--- config.mk ---
export PLATFORM = sky130hd
export DESIGN_NAME = cache_mem_arbiter_flat
export DESIGN_NICKNAME = d
export VERILOG_FILES = /design/src/rtl/cpu_types_pkg.sv /design/src/rtl/cache_mem_arbiter_if.sv /design/src/rtl/cache_mem_arbiter.sv /design/src/flat_wrapper.sv
export SDC_FILE = /design/constraint.sdc
export NUM_CORES = 1
export LEC_CHECK = 0
export CORE_AREA = 4 4 101 103
export CTS_CLUSTER_DIAMETER = 150
export CTS_CLUSTER_SIZE = 14
export DETAILED_ROUTE_END_ITERATION = 10
export DIE_AREA = 0 0 105 107
export PLACE_DENSITY = 0.64
export SLEW_MARGIN = 0
export SYNTH_ARGS = -nofsm -noshare
export SYNTH_HDL_FRONTEND = slang
export SYNTH_SLANG_ARGS = --single-unit
--- constraint.sdc ---
create_clock -name CLK -period 2.35 [get_ports CLK]
set_clock_uncertainty 0.1 [all_clocks]
set_input_delay 0.47 -clock CLK [delete_from_list [all_inputs] [get_ports CLK]]
set_output_delay 0.47 -clock CLK [all_outputs]
set_load 0.03 [all_outputs]
--- src/rtl/cpu_types_pkg.sv ---
// Types shared by the caches, the RAM model and the cache/memory arbiter.
package cpu_types_pkg;

    typedef logic [31:0] word_t;

    typedef enum logic [1:0] {
        FREE   = 2'd0,
        BUSY   = 2'd1,
        ACCESS = 2'd2,
        ERROR  = 2'd3
    } ramstate_t;

endpackage

--- src/rtl/cache_mem_arbiter_if.sv ---
// Cache-side and RAM-side handshake bundle around the cache/memory arbiter.
interface cache_mem_arbiter_if;
    import cpu_types_pkg::*;

    logic      iREN;
    word_t     iaddr;
    logic      iwait;
    word_t     iload;
    logic      dREN;
    logic      dWEN;
    word_t     daddr;
    word_t     dstore;
    logic      dwait;
    word_t     dload;
    logic      ramREN;
    logic      ramWEN;
    word_t     ramaddr;
    word_t     ramstore;
    word_t     ramload;
    ramstate_t ramstate;

    // master: caches plus RAM (the environment); slave: the arbiter itself
    modport master (
        output iREN, iaddr, dREN, dWEN, daddr, dstore, ramload, ramstate,
        input  iwait, iload, dwait, dload, ramREN, ramWEN, ramaddr, ramstore
    );

    modport slave (
        input  iREN, iaddr, dREN, dWEN, daddr, dstore, ramload, ramstate,
        output iwait, iload, dwait, dload, ramREN, ramWEN, ramaddr, ramstore
    );

endinterface

--- src/rtl/cache_mem_arbiter.sv ---
// Shares the single-ported RAM between icache and dcache; dcache wins by default,
// a saturating starvation counter forces an icache grant after STARVE_MAX dcache wins.
//
// state  | meaning
// IDLE   | no transaction, arbitrate pending requests
// DGRANT | dcache owns the RAM until ACCESS, ERROR or withdrawal
// IGRANT | icache owns the RAM until ACCESS, ERROR or withdrawal
module cache_mem_arbiter
    import cpu_types_pkg::*;
#(
    parameter int unsigned STARVE_MAX = 4
) (
    input logic               CLK,
    input logic               nRST,
    cache_mem_arbiter_if.slave bus
);

    typedef enum logic [1:0] {
        IDLE   = 2'd0,
        DGRANT = 2'd1,
        IGRANT = 2'd2
    } arb_state_t;

    localparam logic [2:0] STARVE_LIM = 3'(STARVE_MAX);

    arb_state_t state, next_state;
    logic [2:0] starve_cnt, starve_nxt;

    always_ff @(posedge CLK or negedge nRST) begin
        if (!nRST) begin
            state      <= IDLE;
            starve_cnt <= '0;
        end else begin
            state      <= next_state;
            starve_cnt <= starve_nxt;
        end
    end

    always_comb begin
        next_state   = state;
        starve_nxt   = starve_cnt;
        bus.ramREN   = 1'b0;
        bus.ramWEN   = 1'b0;
        bus.ramaddr  = '0;
        bus.ramstore = '0;
        bus.iwait    = 1'b1;
        bus.dwait    = 1'b1;
        bus.iload    = bus.ramload;
        bus.dload    = bus.ramload;

        unique case (state)
            IDLE: begin
                if ((bus.dREN || bus.dWEN) && !(bus.iREN && starve_cnt == STARVE_LIM))
                    next_state = DGRANT;
                else if (bus.iREN)
                    next_state = IGRANT;
            end
            DGRANT: begin
                if (!(bus.dREN || bus.dWEN)) begin
                    next_state = IDLE;
                end else begin
                    bus.ramWEN   = bus.dWEN;
                    bus.ramREN   = bus.dREN & ~bus.dWEN;
                    bus.ramaddr  = bus.daddr;
                    bus.ramstore = bus.dstore;
                    if (bus.ramstate == ACCESS) begin
                        bus.dwait  = 1'b0;
                        next_state = IDLE;
                        if (bus.iREN && starve_cnt < STARVE_LIM)
                            starve_nxt = starve_cnt + 3'd1;
                    end else if (bus.ramstate == ERROR) begin
                        // retry happens through a fresh arbitration round
                        next_state = IDLE;
                    end
                end
            end
            IGRANT: begin
                if (!bus.iREN) begin
                    next_state = IDLE;
                end else begin
                    bus.ramREN  = 1'b1;
                    bus.ramaddr = bus.iaddr;
                    if (bus.ramstate == ACCESS) begin
                        bus.iwait  = 1'b0;
                        next_state = IDLE;
                        starve_nxt = '0;
                    end else if (bus.ramstate == ERROR) begin
                        next_state = IDLE;
                    end
                end
            end
            default: next_state = IDLE;
        endcase
    end

endmodule

--- src/flat_wrapper.sv ---
// flat-port wrapper written by rule: the top's interface ports become plain ports
module cache_mem_arbiter_flat import cpu_types_pkg::*;
#(
    parameter int unsigned STARVE_MAX = 4
)
  (CLK, nRST, bus_iREN, bus_iaddr, bus_dREN, bus_dWEN, bus_daddr, bus_dstore, bus_ramload, bus_ramstate, bus_iwait, bus_iload, bus_dwait, bus_dload, bus_ramREN, bus_ramWEN, bus_ramaddr, bus_ramstore);
  cache_mem_arbiter_if bus_i ();
  input logic CLK;
  input logic nRST;
  input wire logic [$bits(bus_i.iREN)-1:0] bus_iREN;
  input wire logic [$bits(bus_i.iaddr)-1:0] bus_iaddr;
  input wire logic [$bits(bus_i.dREN)-1:0] bus_dREN;
  input wire logic [$bits(bus_i.dWEN)-1:0] bus_dWEN;
  input wire logic [$bits(bus_i.daddr)-1:0] bus_daddr;
  input wire logic [$bits(bus_i.dstore)-1:0] bus_dstore;
  input wire logic [$bits(bus_i.ramload)-1:0] bus_ramload;
  input wire logic [$bits(bus_i.ramstate)-1:0] bus_ramstate;
  output wire logic [$bits(bus_i.iwait)-1:0] bus_iwait;
  output wire logic [$bits(bus_i.iload)-1:0] bus_iload;
  output wire logic [$bits(bus_i.dwait)-1:0] bus_dwait;
  output wire logic [$bits(bus_i.dload)-1:0] bus_dload;
  output wire logic [$bits(bus_i.ramREN)-1:0] bus_ramREN;
  output wire logic [$bits(bus_i.ramWEN)-1:0] bus_ramWEN;
  output wire logic [$bits(bus_i.ramaddr)-1:0] bus_ramaddr;
  output wire logic [$bits(bus_i.ramstore)-1:0] bus_ramstore;
  assign bus_i.iREN = bus_iREN;
  assign bus_i.iaddr = bus_iaddr;
  assign bus_i.dREN = bus_dREN;
  assign bus_i.dWEN = bus_dWEN;
  assign bus_i.daddr = bus_daddr;
  assign bus_i.dstore = bus_dstore;
  assign bus_i.ramload = bus_ramload;
  assign bus_i.ramstate = bus_ramstate;
  assign bus_iwait = bus_i.iwait;
  assign bus_iload = bus_i.iload;
  assign bus_dwait = bus_i.dwait;
  assign bus_dload = bus_i.dload;
  assign bus_ramREN = bus_i.ramREN;
  assign bus_ramWEN = bus_i.ramWEN;
  assign bus_ramaddr = bus_i.ramaddr;
  assign bus_ramstore = bus_i.ramstore;
  cache_mem_arbiter #(.STARVE_MAX(STARVE_MAX)) u_core (.CLK(CLK), .nRST(nRST), .bus(bus_i));
endmodule
Yosys cells after proc, flatten, opt, wreduce, memory -nomap -nowiden

Index checks and enable logic that the tools add are counted.

Order comparisons: 1
Multiplexer cells: 28
Add/sub/neg operators: 1
Eq/ne operators: 11
Bitwise gates (word level): 2
Reduce and logical (&&, ||, !) cells: 8

Operators by type and width:

| kind                                                            | count |
|---|---|
| 32-bit two-way mux                                              | 4 |
| 32-bit case mux with 2 select lines                             | 1 |
| 3-bit two-way mux                                               | 5 |
| 2-bit two-way mux                                               | 6 |
| 1-bit two-way mux                                               | 9 |
| 2-bit by 1-bit != test with 1-bit output, second input constant | 4 |
| 2-bit == test, second input constant                            | 3 |
| 2-bit case mux with 3 select lines                              | 1 |
| 3-bit case mux with 2 select lines                              | 1 |
| 6-bit AND reduction                                             | 1 |
| 3-bit by 1-bit adder with 3-bit output, second input constant   | 1 |
| 3-bit == test, second input constant                            | 1 |
| 1-bit logical AND                                               | 3 |
| 3-bit < comparator, second input constant                       | 1 |
| 3-bit by 2-bit != test with 1-bit output, second input constant | 1 |
| 2-bit by 1-bit == test with 1-bit output, second input constant | 1 |
| 2-bit zero test                                                 | 1 |
| 2-bit != test, second input constant                            | 1 |
| 1-bit case mux with 2 select lines                              | 1 |
| 2-bit nonzero test                                              | 1 |
| 1-bit AND                                                       | 1 |
| 1-bit zero test                                                 | 1 |
| 1-bit logical OR                                                | 1 |
| 1-bit NOT                                                       | 1 |

Word-level logic and storage cells: 53
Register bits: 5
Bits of input ports: 135
Output and inout port bits: 132

Depth between registers and ports, before layout

Word-level depth: 6
Gate-level depth with buffers: 7
Gate-level depth less buffers: 6

Worst setup path after synthesis

Ideal clock, no wire load.

Path type: reg-to-output
Start: register u_core.state[1]
End: output bus_ramaddr[0]
Data arrival time: 1.686 ns
Path slack: 0.094 ns
Data required time: 1.780 ns
Stages on the path, launching flop included: 7
Path buffers: 1
Path through: dfrtp_1 inv_1 ha_1 o21a_4 clkbuf_1 a22oi_1 nor2b_1

Longest elaborated chain between the ends: 2
Elaborated cells between the ends (all ways): 3
Those cells by class: 2 x eq/ne; 1 x mux

RTL lines:

| what                                                                      | line                    | source |
|---|---|---|
| start, declared                                                           | cache_mem_arbiter.sv:26 | `arb_state_t state, next_state;` |
| start signal, assigned                                                    | cache_mem_arbiter.sv:34 | `state <= next_state;` |
| 2-bit == test or 2-bit by 1-bit == test with 1-bit output (tied branches) | cache_mem_arbiter.sv:51 | `unique case (state)` |
| 32-bit case mux with 2 select lines (*)                                   | cache_mem_arbiter.sv:51 |  |
| end, declared                                                             | flat_wrapper.sv:24      | `output wire logic [$bits(bus_i.ramaddr)-1:0] bus_ramaddr;` |

Every way passes the cells marked *; elsewhere a longest branch is shown, timed or not.

Final worst setup path

Start: register u_core.state[1]
End: output bus_ramaddr[23]

Same word-level chain as after synthesis.

==> parameters.txt <==
Parameter                              Value

Clock tree
  Clock tree root buffer cell    sky130_fd_sc_hd__clkbuf_8
  CTS Buf Count    3
  Number of levels in the clock H-tree    1
  Clock tree from TritonCTS    yes
  Clock slew at reported path FFs    0.04 ns
  Bufs on Longest Clock Path    2
  TritonCTS Sinks    5
  Clk Latency, worst-skew pair    between 0.2 and 0.25 ns

Worst setup path
  Max stage delay cell, worst path    sky130_fd_sc_hd__dfrtp_1
  Category of cells accounting for the largest share of critical-path delay    buffers and inverters
  Crit-path max cell delay    about 0.40 ns
  CP cell instances    buf_4, ha_4, and2_4, clkbuf_16, a22oi_1, nor2b_1, buf_4
  Crit path max fanout    6
  Most Frequent Cell on Critical Path    sky130_fd_sc_hd__buf_4
  Crit path DAT    about 1.7 ns
  Worst Path Required    between 1.5 and 2 ns
  Crit. End Element    primary output
  Start-to-end type of the worst setup path    register to primary output
  Worst Path Buf+Inv    3
  Type of element launching the critical path    register

Power
  Clock network fraction of design power    5.9%
  PwrDens    about 800 nW/um^2
  Static leakage    about 1.4 nW
  Switching Power    roughly 1.3 mW
  VDD IR-drop max    ~0.00036 V
  Net Sw Frac    between 40% and 50%
  Sequential share of power    about 5.6%
  Pint    ~1.4 mW
  Portion of total power attributed to combinational logic    88.5%

Yosys
  Share of cell area taken by muxes after synthesis    0.610%
  Synth warnings    0
  Cell variety after synth    31
  Average cell area after synthesis    7.49 sq um
  Complex-gate fraction of the synthesized area    a little over a fifth
  XOR/XNOR share of the synthesized area    0%
  Cells after Synth    approximately 220
  Combinational family with the most area after synthesis    buffers and inverters
  Portion of the post-synthesis area used by sequential elements    7.63%
  Flop and latch count out of synthesis    5
  Share of synthesized flip-flops with an asynchronous set or reset    100%
  EDFF count, synth    0
  Top flip-flop cell by instance count after synthesis    sky130_fd_sc_hd__dfrtp_1
  Synth Area in Simple Gates    between 30% and 40%
  Arithmetic-cell share of the synthesized area counting full adders, half adders and majority gates    4.58%
  Post-Syn Nets    between 300 and 400
  Combined area of all synthesized cells    ~1600 sq um

Place
  Final RePlAce weighted congestion    around 0.7
  Placed Instances    approximately 430
  Count of port buffers added during placement    170
  Final HPWL DP    5720 um
  Area after detailed placement    between 3000 and 4000 sq um

STA
  Number of max-slew violations in the final report    0
  Final Hold Viols    0
  Final worst-path cycle share    98.0%
  Smallest hold slack    approximately 0.38 ns
  Worst slew pin tran    around 0.28 ns
  Final number of setup-violating endpoints    0
  Slew HR    approximately four fifths
  Maximum operating frequency    approximately 430 MHz
  Setup TNS after final layout    0 ns
  Tmin final    between 2 and 2.5 ns

Drt
  DRC violation total after the first TritonRoute iteration    between 50 and 60
  Remaining number of nets flagged by the antenna check after routing    0
  Total detailed-routing wirelength    between 7000 and 8000 um
  Number of optimization iterations in the first detailed-route pass    4
  DR vias    around 1.9k
  Post-detailed-route wirelength per cell    between 15 and 20 um
  Residual DRC count    0
  Post-detailed-route via-to-cell ratio    ~4.3

Global route
  Congestion Overflow GR    0
  Number of global-route vias before repair    between 2k and 2.5k
  Overall routing resource usage    11.7%
  Pin count of the biggest net entering global routing    34
  First-pass GRT wire length    ~11000 um
  Antenna violations before repair    0

Die
  Total Die Area    around 11000 sq um
  Initial Util    between 10% and 20%
  Placeable Area    a little over 9000 sq um
  Num rows    35
  DIE WIDTH    105 um
  Die height    107 um
  I/O pin count    about 270

Cells and area
  Area growth from synthesis to layout    102%
  Final Cell Area    3320 sq um
  Count of placed standard cells in the final layout, fillers left out    447
  Number of nets in the layout    about 480
  Share of cells above drive strength 1    31.8%
  Number of diodes    0

Status
  Result of the run    finished clean

Worst hold path
  Hold crit path type    input pin to asynchronous set/reset pin

Job
  # Max-Cap Violations    0
[flip-flops by register name (all words and copies together), names as in the netlist]
register	cells
u_core.state	2
u_core.starve_cnt	3
[timing repair]
item / in CTS / in global routing
hold buffers: 0 / 0
pin swaps: 1 / 1
buffers inserted: 5 / 2
resized for setup: 12 / 6
gates cloned: 2 / 3
setup endpoints to repair: 65 / 30
[synthesized netlist by cell type (all sizes together) (2+ instances only)]
| library cell | n | area, sq um |
|---|---|---|
| nor2 | 2 | 15.0 |
| nor2b | 34 | 213 |
| and2 | 34 | 215 |
| inv | 4 | 15.0 |
| nand2 | 4 | 15.0 |
| buf | 70 | 531 |
| o21a | 2 | 22.5 |
| o2bb2ai | 3 | 26.3 |
| ha | 6 | 75.1 |
| clkbuf | 8 | 30.0 |
| dfrtp | 5 | 125 |
| nor3 | 2 | 15.0 |
| a22oi | 33 | 248 |
[cell usage in the layout (no fill, tap or decap), drive strengths merged]
cell type and n:
clkdlybuf4s50 99, buf 84, nor2b 34, and2 34
a22oi 33, clkbuf 7, ha 6, dfrtp 5
nand2 4, inv 4, o2bb2ai 3, dlygate4sd2 3
o21a 3, nor2 2, nor3 2, and3b 1
nand3b 1, o21ai 1, a41oi 1, a21oi 1
nand2b 1, a21o 1, nor3b 1, mux2i 1
o211ai 1, a31oi 1, a221o 1, bufbuf 1
[worst reg2reg max path, cell delays in order (launching register included)]
cell                        delay (ns)
sky130_fd_sc_hd__dfrtp_2          0.45
sky130_fd_sc_hd__ha_4             0.20
sky130_fd_sc_hd__o21a_4           0.15
sky130_fd_sc_hd__bufbuf_16        0.29
sky130_fd_sc_hd__nor2_4           0.08
sky130_fd_sc_hd__nor3_2           0.04
sky130_fd_sc_hd__a221o_1          0.36
[power groups by stage]
stage	clock network [mW]	registers [mW]	logic, mW
6_report	0.158	0.149	2.36
5_1_grt	0.166	0.155	2.49
4_1_cts	0.163	0.149	2.36
3_5_place_dp	0	0.142	2.09
3_3_place_gp	0	0.138	2.08
2_1_floorplan	0	0.135	1.38
[area by class of cell]
cell class,count,area (sq um)
Tap cell,111,139
Fill cell,936,5880
Clock buffer,4,45.0
Inverter,4,15.0
Multi-Input combinational cell,133,1000
Timing Repair Buffer,190,1990
Sequential cell,5,126
[metrics by stage]
step	setup WS [ns]	utilization [%]	power, mW
after floorplan	0.0940	-	1.52
after global placement	-0.182	32.7	2.21
after detailed placement	-0.185	32.7	2.23
after CTS	0.0160	35.0	2.67
after global routing	-0.0112	36.1	2.81
final	0.0464	36.1	2.66
[logic make-up (layout without fill, tap and decap cells)]
logic type,after synthesis,after routing
buffers and inverters,82,198
AND/OR/NAND/NOR,80,80
adder cells (fa/ha/maj),6,6
AO/OA/AOI/OAI,45,46
flip-flops,5,5
multiplexers,1,1
[per-layer routing]
metal  track usage (%)  wire length [um]
met1              11.7              2650
met2              23.2              4050
met3              3.25               670
met4              3.28               165
met5                 0                 0
[worst paths after layout]
check	from	endpoint	slack [ns]	depth (start not counted)
setup / recovery	u_core.state[1]$_DFFE_PN0P_	bus_ramaddr[23]	0.05	7
hold / removal	nRST	u_core.state[1]$_DFFE_PN0P_	0.38	1
setup reg to reg	u_core.state[0]$_DFFE_PN0P_	u_core.state[0]$_DFFE_PN0P_	0.55	6
hold reg to reg	u_core.starve_cnt[0]$_DFFE_PN0P_	u_core.starve_cnt[0]$_DFFE_PN0P_	0.44	1
max in group asynchronous	nRST	u_core.state[0]$_DFFE_PN0P_	1.56	1
min in group CLK	u_core.starve_cnt[0]$_DFFE_PN0P_	u_core.starve_cnt[0]$_DFFE_PN0P_	0.44	1
Note: power is estimated with default switching activity, not from simulation.
